`src/rtl/vga_sync_gen.sv`:
```
// ============================================================================
// Module   : vga_sync_gen
// Brief    : VGA timing master with registered sync, coordinates and strobes.
// Revision : 1.0 - initial release
// ============================================================================
`default_nettype none

module vga_sync_gen #(
    parameter int   H_DISPLAY   = 640,
    parameter int   H_FRONT     = 16,
    parameter int   H_SYNC      = 96,
    parameter int   H_BACK      = 48,
    parameter int   V_DISPLAY   = 480,
    parameter int   V_FRONT     = 10,
    parameter int   V_SYNC      = 2,
    parameter int   V_BACK      = 33,
    parameter logic SYNC_ACTIVE = 1'b0
) (
    input  logic       clk,
    input  logic       rst_n,
    input  logic       ena,
    output logic       hsync,
    output logic       vsync,
    output logic       display_on,
    output logic [9:0] hpos,
    output logic [9:0] vpos,
    output logic       line_start,
    output logic       frame_start,
    output logic       vblank_start,
    output logic [7:0] frame_count
);

    localparam int H_TOTAL = H_DISPLAY + H_FRONT + H_SYNC + H_BACK;
    localparam int V_TOTAL = V_DISPLAY + V_FRONT + V_SYNC + V_BACK;

    localparam logic [9:0] C_H_MAX      = 10'(H_TOTAL - 1);
    localparam logic [9:0] C_H_FP_START = 10'(H_DISPLAY);
    localparam logic [9:0] C_H_SY_START = 10'(H_DISPLAY + H_FRONT);
    localparam logic [9:0] C_H_BP_START = 10'(H_DISPLAY + H_FRONT + H_SYNC);
    localparam logic [9:0] C_V_MAX      = 10'(V_TOTAL - 1);
    localparam logic [9:0] C_V_FP_START = 10'(V_DISPLAY);
    localparam logic [9:0] C_V_SY_START = 10'(V_DISPLAY + V_FRONT);
    localparam logic [9:0] C_V_BP_START = 10'(V_DISPLAY + V_FRONT + V_SYNC);

    typedef enum logic [1:0] {
        PH_ACTIVE = 2'd0,
        PH_FRONT  = 2'd1,
        PH_SYNC   = 2'd2,
        PH_BACK   = 2'd3
    } phase_t;

    phase_t     h_state_q, h_state_d;
    phase_t     v_state_q, v_state_d;
    logic [9:0] hpos_q, hpos_d;
    logic [9:0] vpos_q, vpos_d;
    logic       hsync_q, hsync_d;
    logic       vsync_q, vsync_d;
    logic       display_on_q, display_on_d;
    logic       line_start_q, line_start_d;
    logic       frame_start_q, frame_start_d;
    logic       vblank_start_q, vblank_start_d;
    logic [7:0] frame_count_q, frame_count_d;

    logic [9:0] w_h_next;
    logic [9:0] w_v_next;
    logic       w_line_wrap;

    // Position the counters move to on an enabled edge.
    always_comb begin
        w_line_wrap = (hpos_q == C_H_MAX);
        w_h_next    = w_line_wrap ? 10'd0 : hpos_q + 10'd1;
        w_v_next    = vpos_q;
        if (w_line_wrap) begin
            w_v_next = (vpos_q == C_V_MAX) ? 10'd0 : vpos_q + 10'd1;
        end
    end

    always_comb begin
        h_state_d = h_state_q;
        if (ena) begin
            case (h_state_q)
                PH_ACTIVE: if (w_h_next == C_H_FP_START) h_state_d = PH_FRONT;
                PH_FRONT:  if (w_h_next == C_H_SY_START) h_state_d = PH_SYNC;
                PH_SYNC:   if (w_h_next == C_H_BP_START) h_state_d = PH_BACK;
                PH_BACK:   if (w_h_next == 10'd0)        h_state_d = PH_ACTIVE;
                default:                                 h_state_d = PH_BACK;
            endcase
        end
    end

    always_comb begin
        v_state_d = v_state_q;
        if (ena && w_line_wrap) begin
            case (v_state_q)
                PH_ACTIVE: if (w_v_next == C_V_FP_START) v_state_d = PH_FRONT;
                PH_FRONT:  if (w_v_next == C_V_SY_START) v_state_d = PH_SYNC;
                PH_SYNC:   if (w_v_next == C_V_BP_START) v_state_d = PH_BACK;
                PH_BACK:   if (w_v_next == 10'd0)        v_state_d = PH_ACTIVE;
                default:                                 v_state_d = PH_BACK;
            endcase
        end
    end

    // Outputs are derived from the next state so they line up with the
    // coordinates registered on the same edge.
    always_comb begin
        hpos_d         = hpos_q;
        vpos_d         = vpos_q;
        hsync_d        = hsync_q;
        vsync_d        = vsync_q;
        display_on_d   = display_on_q;
        frame_count_d  = frame_count_q;
        line_start_d   = 1'b0;
        frame_start_d  = 1'b0;
        vblank_start_d = 1'b0;
        if (ena) begin
            hpos_d         = w_h_next;
            vpos_d         = w_v_next;
            hsync_d        = (h_state_d == PH_SYNC) ? SYNC_ACTIVE : ~SYNC_ACTIVE;
            vsync_d        = (v_state_d == PH_SYNC) ? SYNC_ACTIVE : ~SYNC_ACTIVE;
            display_on_d   = (h_state_d == PH_ACTIVE) && (v_state_d == PH_ACTIVE);
            line_start_d   = (w_h_next == 10'd0);
            frame_start_d  = (w_h_next == 10'd0) && (w_v_next == 10'd0);
            vblank_start_d = (w_h_next == 10'd0) && (w_v_next == C_V_FP_START);
            if (frame_start_d) begin
                frame_count_d = frame_count_q + 8'd1;
            end
        end
    end

    always_ff @(posedge clk or negedge rst_n) begin
        if (!rst_n) begin
            h_state_q      <= PH_BACK;
            v_state_q      <= PH_BACK;
            hpos_q         <= C_H_MAX;
            vpos_q         <= C_V_MAX;
            hsync_q        <= ~SYNC_ACTIVE;
            vsync_q        <= ~SYNC_ACTIVE;
            display_on_q   <= 1'b0;
            line_start_q   <= 1'b0;
            frame_start_q  <= 1'b0;
            vblank_start_q <= 1'b0;
            frame_count_q  <= 8'hFF;
        end else begin
            h_state_q      <= h_state_d;
            v_state_q      <= v_state_d;
            hpos_q         <= hpos_d;
            vpos_q         <= vpos_d;
            hsync_q        <= hsync_d;
            vsync_q        <= vsync_d;
            display_on_q   <= display_on_d;
            line_start_q   <= line_start_d;
            frame_start_q  <= frame_start_d;
            vblank_start_q <= vblank_start_d;
            frame_count_q  <= frame_count_d;
        end
    end

    assign hsync        = hsync_q;
    assign vsync        = vsync_q;
    assign display_on   = display_on_q;
    assign hpos         = hpos_q;
    assign vpos         = vpos_q;
    assign line_start   = line_start_q;
    assign frame_start  = frame_start_q;
    assign vblank_start = vblank_start_q;
    assign frame_count  = frame_count_q;

endmodule

`default_nettype wire

```
`config.mk`:
```
export PLATFORM = sky130hd
export DESIGN_NAME = vga_sync_gen
export DESIGN_NICKNAME = d
export VERILOG_FILES = /design/src/rtl/vga_sync_gen.sv
export SDC_FILE = /design/constraint.sdc
export NUM_CORES = 1
export LEC_CHECK = 0
export ABC_AREA = 1
export CAP_MARGIN = 20
export CORE_ASPECT_RATIO = 2
export CORE_UTILIZATION = 40
export DETAILED_ROUTE_END_ITERATION = 10
export GPL_ROUTABILITY_DRIVEN = 0
export PLACE_DENSITY = 0.59
export REMOVE_ABC_BUFFERS = 1
export SYNTH_ARGS = -nofsm -noshare
export SYNTH_HDL_FRONTEND = slang
export SYNTH_SLANG_ARGS = --single-unit
```
`constraint.sdc`:
```
create_clock -name clk -period 6.8 [get_ports clk]
set_input_delay 0.68 -clock clk [delete_from_list [all_inputs] [get_ports clk]]
set_output_delay 0.68 -clock clk [all_outputs]
set_load 0.1 [all_outputs]
```
==> results of run 1 <==
-- metal layers --
layer | wire [um] | track usage, %
met1 | 2570 | 23.0
met2 | 3740 | 38.8
met3 | 205 | 3.19
met4 | 358 | 12.1
met5 | 0 | 0
-- where the power goes --
part           internal [mW]  switching (mW)
logic                  0.112           0.362
clock network          0.136          0.0892
registers              0.277          0.0550
-- synth_stat cells (6+ instances only) --
cell       n
dfrtp_1   14
dfstp_2   24
inv_1     43
nand2_1  130
nand2_2    7
nand3_1   34
nand4_1    9
nor2_1    44
nor2_2     6
o21ai_0   18
xor2_1     6
-- cells in the final DEF (no fill, tap or decap), types with 4 or more instances in the layout --
cell               n
nand2_1          130
nor2_1            44
inv_1             43
clkdlybuf4s50_1   35
nand3_1           34
dfstp_2           24
o21ai_0           18
dfrtp_1           14
nand4_1            9
nand2_2            7
nor2_2             6
xor2_1             6
nor2_4             5
ha_1               5
clkbuf_16          5
inv_2              4
nand3_2            4
-- layout make-up --
| class | count | share of cell area, % |
|---|---|---|
| clock buffer | 8 | 4.22 |
| inverter | 48 | 5.58 |
| multi-input combinational | 291 | 45.3 |
| sequential | 38 | 30.4 |
| tap | 86 | 3.33 |
| timing repair buffer | 37 | 11.2 |
-- cell families (layout without fill, tap and decap cells) --
kind of cell	count (synthesis)	count (layout)	synth area share, %
and+or+nand+nor	250	250	44.0
buffers and inverters	56	93	8.57
DFF	38	38	36.7
AOI/OAI and AO/OA	27	27	5.39
xor gates and xnor gates	9	9	2.95
adders and majority gates	5	5	2.34
-- sequential cells by signal, indices dropped and copies added, names as in the netlist --
name          flops
vblank_start      1
vsync             1
v_state_q         2
frame_count       8
h_state_q         2
frame_start       1
line_start        1
display_on        1
vpos             10
hpos             10
hsync             1
-- metrics by stage --
step	utilization (%)	instances	hold slack, ns	instance area [um2]	total power, mW
after global routing	50.8	508	0.517	3230	1.09
after floorplan	-	377	0.384	2620	0.697
after global placement	48.6	500	0.486	3090	0.808
after detailed placement	48.6	500	0.482	3090	0.811
after CTS	50.8	508	0.495	3230	1.04
final	50.8	508	0.494	3230	1.03
-- worst max-delay path by stage --
stage               startpoint             end  slack [ns]  depth (start not counted)
global route               ena      display_on        3.79                         12
finish                 vpos[2]         vpos[2]        4.06                          1
global placement           ena           vsync        3.87                         11
CTS                    vpos[2]         vpos[2]        4.04                          1
detailed placement         ena           vsync        3.80                         11
floorplan              vpos[1]  frame_count[4]        4.09                         15
==> impl_metrics.py, run 1 <==
metrics = {
    "timing": {
        "worstMarginPinSlew_ns": 0.973,
        "fin_crit_sh_pct": 40.3,
        "fin_ws_ns": 4.06,
        "relSlewSlack_pct": 34.9,
        "finalMaxSlewViolations": 0,
        "finalCriticalPeriod_ns": 2.74,
        "finalSetupViolCount": 0,
        "hold_viol": 0,
        "rsz0062_at_grt": "no",
        "setup-tns-final_ns": 0,
        "timing.fmax_mhz": 365,
        "clock_skew_ns": 0.00679,
    },
    "route": {
        "wl_per_cell_um": 13.5,
        "vias": 2507,
        "postRouteAntennaNets": 0,
        "wl_mm": 6.88,
        "post-route-drc-count": 0,
        "dr.pass1.iters": 4,
        "first_iter_violations": 122,
        "vias_per_cell": 4.94,
    },
    "setup_path": {
        "critPathTopFamily": "buffers and inverters",
        "r2r_start": "hpos[0]",
        "worstPathCellList": "clkdlybuf4s50_1",
        "crit_type": "reg -> out",
        "rr_worst_depth": 14,
        "timing.rr.end": "vsync",
        "max_stage_delay_ns": 1.16,
        "crit_fanout": 10,
        "slowest_stage": "clkdlybuf4s50_1",
        "critPathLaunchType": "flip-flop",
        "rrSetupSlack_ns": 4.13,
        "worst_ep_arrival_time_ns": 2.06,
        "worst-path-buf-inv": 1,
        "end_kind": "output port",
        "worstPathRequired_ns": 6.12,
    },
    "synth": {
        "synth_area_leaders": "dfstp_2, nand2_1, dfrtp_1, nand3_1, nor2_1",
        "synth_top_area_share_pct": 23.6,
        "ys_types": 33,
        "ys_warn_count": 0,
        "synth_top_area_cell": "dfstp_2",
        "syn_inst": 385,
        "async_flop_share_pct": 100,
        "synthesis.area_um2": 2670,
        "synth_area_per_cell_um2": 6.94,
        "ys_ff_latch": 38,
        "synth_edf_count": 0,
        "synth_seq_area_share_pct": 36.7,
        "ys.flop_type": "dfstp_2",
    },
    "final_layout": {
        "multi_input_comb_area_um2": 1460,
        "fillCellCount": 680,
        "drive_above_1_share_pct": 15.4,
        "fin_nets": 429,
        "antenna_cells": 0,
        "ff_latch_area_um2": 981,
        "area_growth_pct": 20.9,
    },
    "floorplanning": {
        "die_x_um": 59.8,
        "start_util_pct": 42.0,
        "rows": 41,
        "num_io_pins": 37,
        "dieArea_um2": 7030,
        "chipHeight_um": 118,
        "core_um2": 6360,
    },
    "clock_tree": {
        "htree_num_levels": 2,
        "cts.sinks": 38,
        "numCtsBuffers": 5,
        "cts_buffer_depth": 2,
        "clk_latency_ns": 0.28,
        "holdBufCountCts": 0,
        "cts_setup_buffers": 0,
        "tritoncts": "built",
        "path_clk_slew_ns": 0.06,
        "cts-root-buf": "clkbuf_16",
        "cts_resized": 0,
    },
    "worst_hold_path": {
        "hold_end": "frame_count[7]",
        "worst_hold_path_type": "reg -> reg",
        "whs_path_depth": 2,
        "min_from": "frame_count[7]",
    },
    "pwr": {
        "ir_drop_v": 0.000249,
        "power_density_nw_per_um2": 319,
        "p_leak_nw": 1.56,
    },
    "status": {
        "status": "finished, final reports clean",
    },
    "global_routing": {
        "grt_max_degree": 39,
        "grt-ovfl-total": 0,
        "grt_pass1_vias": 2568,
        "grt_pass1_wl_mm": 11.6,
        "track_usage_pct": 21.8,
        "grt_antenna_before_repair": 0,
    },
    "placement": {
        "dp_slack_ns": 3.80,
        "portBuffers": 36,
        "place_hpwl_mm": 5.25,
    },
    "job": {
        "maxCapViolCount": 0,
    },
}
Note: power is estimated with default switching activity, not from simulation.
==> run 2, diff against run 1 <==
==> constraint.sdc (replaced) <==
create_clock -name clk -period 2.6 [get_ports clk]
set_input_delay 0.26 -clock clk [delete_from_list [all_inputs] [get_ports clk]]
set_output_delay 0.26 -clock clk [all_outputs]
set_load 0.1 [all_outputs]
==> run 2 against run 1 <==
  * Core utilization up 0.79 points
  * Combinational power increased to 2.6 times the previous value
  * Global-route usage rose by 0.56 points
  * Critical path type is now reg -> reg
  * Non-clock buffer count rose by 9
  * Sequential cell count stayed put
  * Count of clock-buffer cells in the layout is 2 lower
  * Critical endpoint is now frame_count[4]
  * Largest power group unchanged
==> impl_metrics.py, run 2 (synthesis results as in run 1) <==
metrics = {
    "status": {
        "status": "finished, final reports clean",
    },
    "timing": {
        "timing.fmax_mhz": 415,
        "hold_viol": 0,
        "finalCriticalPeriod_ns": 2.41,
        "fin_crit_sh_pct": 92.7,
        "relSlewSlack_pct": 41.2,
        "clock_skew_ns": 0.00641,
        "rsz0062_at_grt": "no",
        "finalSetupViolCount": 0,
        "worstMarginPinSlew_ns": 0.882,
        "finalMaxSlewViolations": 0,
    },
    "setup_path": {
        "end_kind": "flip-flop",
        "worst-path-buf-inv": 3,
        "max_stage_delay_ns": 0.57,
        "rrSetupSlack_ns": 0.19,
        "crit_fanout": 13,
        "worstPathCellList": "ha_2 -> nand4_1 -> nor2_4 -> buf_12 -> buf_12 -> nand3_2 -> nand2_2 -> nand3_4 -> nor2_4 -> nand2_2 -> inv_2 -> nand2_4 -> nor2_4 -> nand2_2 -> xor2_1",
        "worstPathRequired_ns": 2.81,
        "worst_ep_arrival_time_ns": 2.62,
        "crit_type": "reg -> reg",
        "critPathLaunchType": "flip-flop",
        "slowest_stage": "dfstp_2",
        "critPathTopFamily": "simple AND/OR/NAND/NOR gates",
    },
    "global_routing": {
        "grt_antenna_before_repair": 0,
        "grt-ovfl-total": 0,
        "grt_pass1_vias": 2560,
        "grt_pass1_wl_mm": 11.8,
        "track_usage_pct": 22.3,
        "grt_max_degree": 39,
    },
    "final_layout": {
        "area_growth_pct": 22.8,
        "ff_latch_area_um2": 982,
        "drive_above_1_share_pct": 27.1,
        "most-common-layout-cells": "nand2_1, inv_1, nor2_1, buf_4, nand3_1",
        "multi_input_comb_area_um2": 1490,
        "final_common_cell": "nand2_1",
        "fin_nets": 438,
        "final_util_pct": 51.6,
        "antenna_cells": 0,
        "fillCellCount": 696,
    },
    "route": {
        "postRouteAntennaNets": 0,
        "wl_per_cell_um": 13.7,
        "vias_per_cell": 4.96,
        "vias": 2564,
        "dr.pass1.iters": 4,
        "wl_mm": 7.09,
        "post-route-drc-count": 0,
        "first_iter_violations": 113,
    },
    "floorplanning": {
        "core_um2": 6360,
        "die_x_um": 59.8,
        "dieArea_um2": 7030,
        "chipHeight_um": 118,
        "rows": 41,
        "start_util_pct": 42.0,
        "num_io_pins": 37,
    },
    "placement": {
        "place_hpwl_mm": 5.45,
        "portBuffers": 36,
    },
    "clock_tree": {
        "cts.sinks": 38,
        "tritoncts": "built",
        "htree_num_levels": 2,
        "clk_latency_ns": 0.29,
        "path_clk_slew_ns": 0.06,
        "numCtsBuffers": 5,
        "cts_buffer_depth": 2,
        "cts-root-buf": "clkbuf_16",
    },
    "pwr": {
        "clkPwrFrac_pct": 23.0,
        "p_total_mw": 2.72,
        "seqPwrFrac_pct": 31.5,
        "p_sw_share_pct": 49.3,
        "power_density_nw_per_um2": 830,
        "p_int_mw": 1.38,
        "pwr-share-comb_pct": 45.5,
        "ir_drop_v": 0.000712,
        "p_leak_nw": 1.65,
        "power_switching_mw": 1.34,
    },
    "job": {
        "maxCapViolCount": 0,
    },
    "worst_hold_path": {
        "worst_hold_path_type": "in -> async",
    },
}
==> run 2: cell count changes in the layout (fill, tap and decap cells not counted), moves of 2 or more <==
cell | previous run | this run
nand3_2 | 4 | 6
clkbuf_1 | 3 | 0
buf_4 | 1 | 42
nand3_1 | 34 | 32
clkdlybuf4s50_1 | 35 | 1
buf_12 | 0 | 2
==> run 2: path summary, 6_finish.rpt <==
| check | depth (start not counted) | start | endpoint |
|---|---|---|---|
| hold / removal | 1 | rst_n | vpos[0] |
| max in group asynchronous | 1 | rst_n | vpos[1] |
| hold reg to reg | 2 | frame_count[7] | frame_count[7] |
| setup reg to reg | 15 | hpos[0] | frame_count[4] |
| min in group clk | 2 | frame_count[7] | frame_count[7] |
| setup / recovery | 15 | hpos[0] | frame_count[4] |
==> run 2: timing repair <==
action                     in CTS  in global routing
setup buffers                   0                  3
hold buffers                    0                  0
resized for setup               0                  7
setup endpoints to repair       0                 13
==> run 2: worst register-to-register path, delay by kind of cell (launching register included) <==
family	cells	cell delay [ns]
simple gates	10	1.09
buf+inv	3	0.33
xor+xnor	1	0.14
flops	1	0.57
fa+ha+maj	1	0.22
==> run 2: layout make-up <==
| cell class | count | share of cell area, % |
|---|---|---|
| Inverter | 48 | 5.49 |
| Tap cell | 86 | 3.28 |
| Clock buffer | 6 | 4.24 |
| Multi-Input combinational cell | 291 | 45.4 |
| Clock inverter | 2 | 0.382 |
| Timing Repair Buffer | 46 | 11.3 |
| Sequential cell | 38 | 30.0 |
==> run 2: power groups by stage <==
stage | registers [mW] | logic, mW | clock network, mW
after floorplan | 1.44 | 0.381 | 0
after global placement | 0.861 | 1.23 | 0
after detailed placement | 0.865 | 1.24 | 0
after CTS | 0.856 | 1.24 | 0.644
after global routing | 0.875 | 1.32 | 0.665
final | 0.857 | 1.24 | 0.626
==> run 2: layer usage <==
| layer | vias up | track usage [%] | part of all wire (%) |
|---|---|---|---|
| met3 | 24 | 3.96 | 3.5 |
| met2 | 77 | 40.9 | 56 |
| met1 | 1172 | 22.5 | 36 |
| li1 | 1291 | - | - |
| met5 | - | 0 | 0 |
| met4 | 0 | 11.2 | 4.4 |
==> run 2: through the flow <==
stage	setup TNS (ns)	instances	hold WS [ns]	setup WS, ns	cell area (um2)
2_1_floorplan	-0.443	377	-0.0356	-0.107	2620
3_3_place_gp	0	506	0.431	0.125	3050
3_5_place_dp	0	506	0.433	0.0408	3050
4_1_cts	0	514	0.126	0.0409	3200
5_1_grt	0	517	0.170	0.00595	3280
6_report	0	517	0.0972	0.191	3280
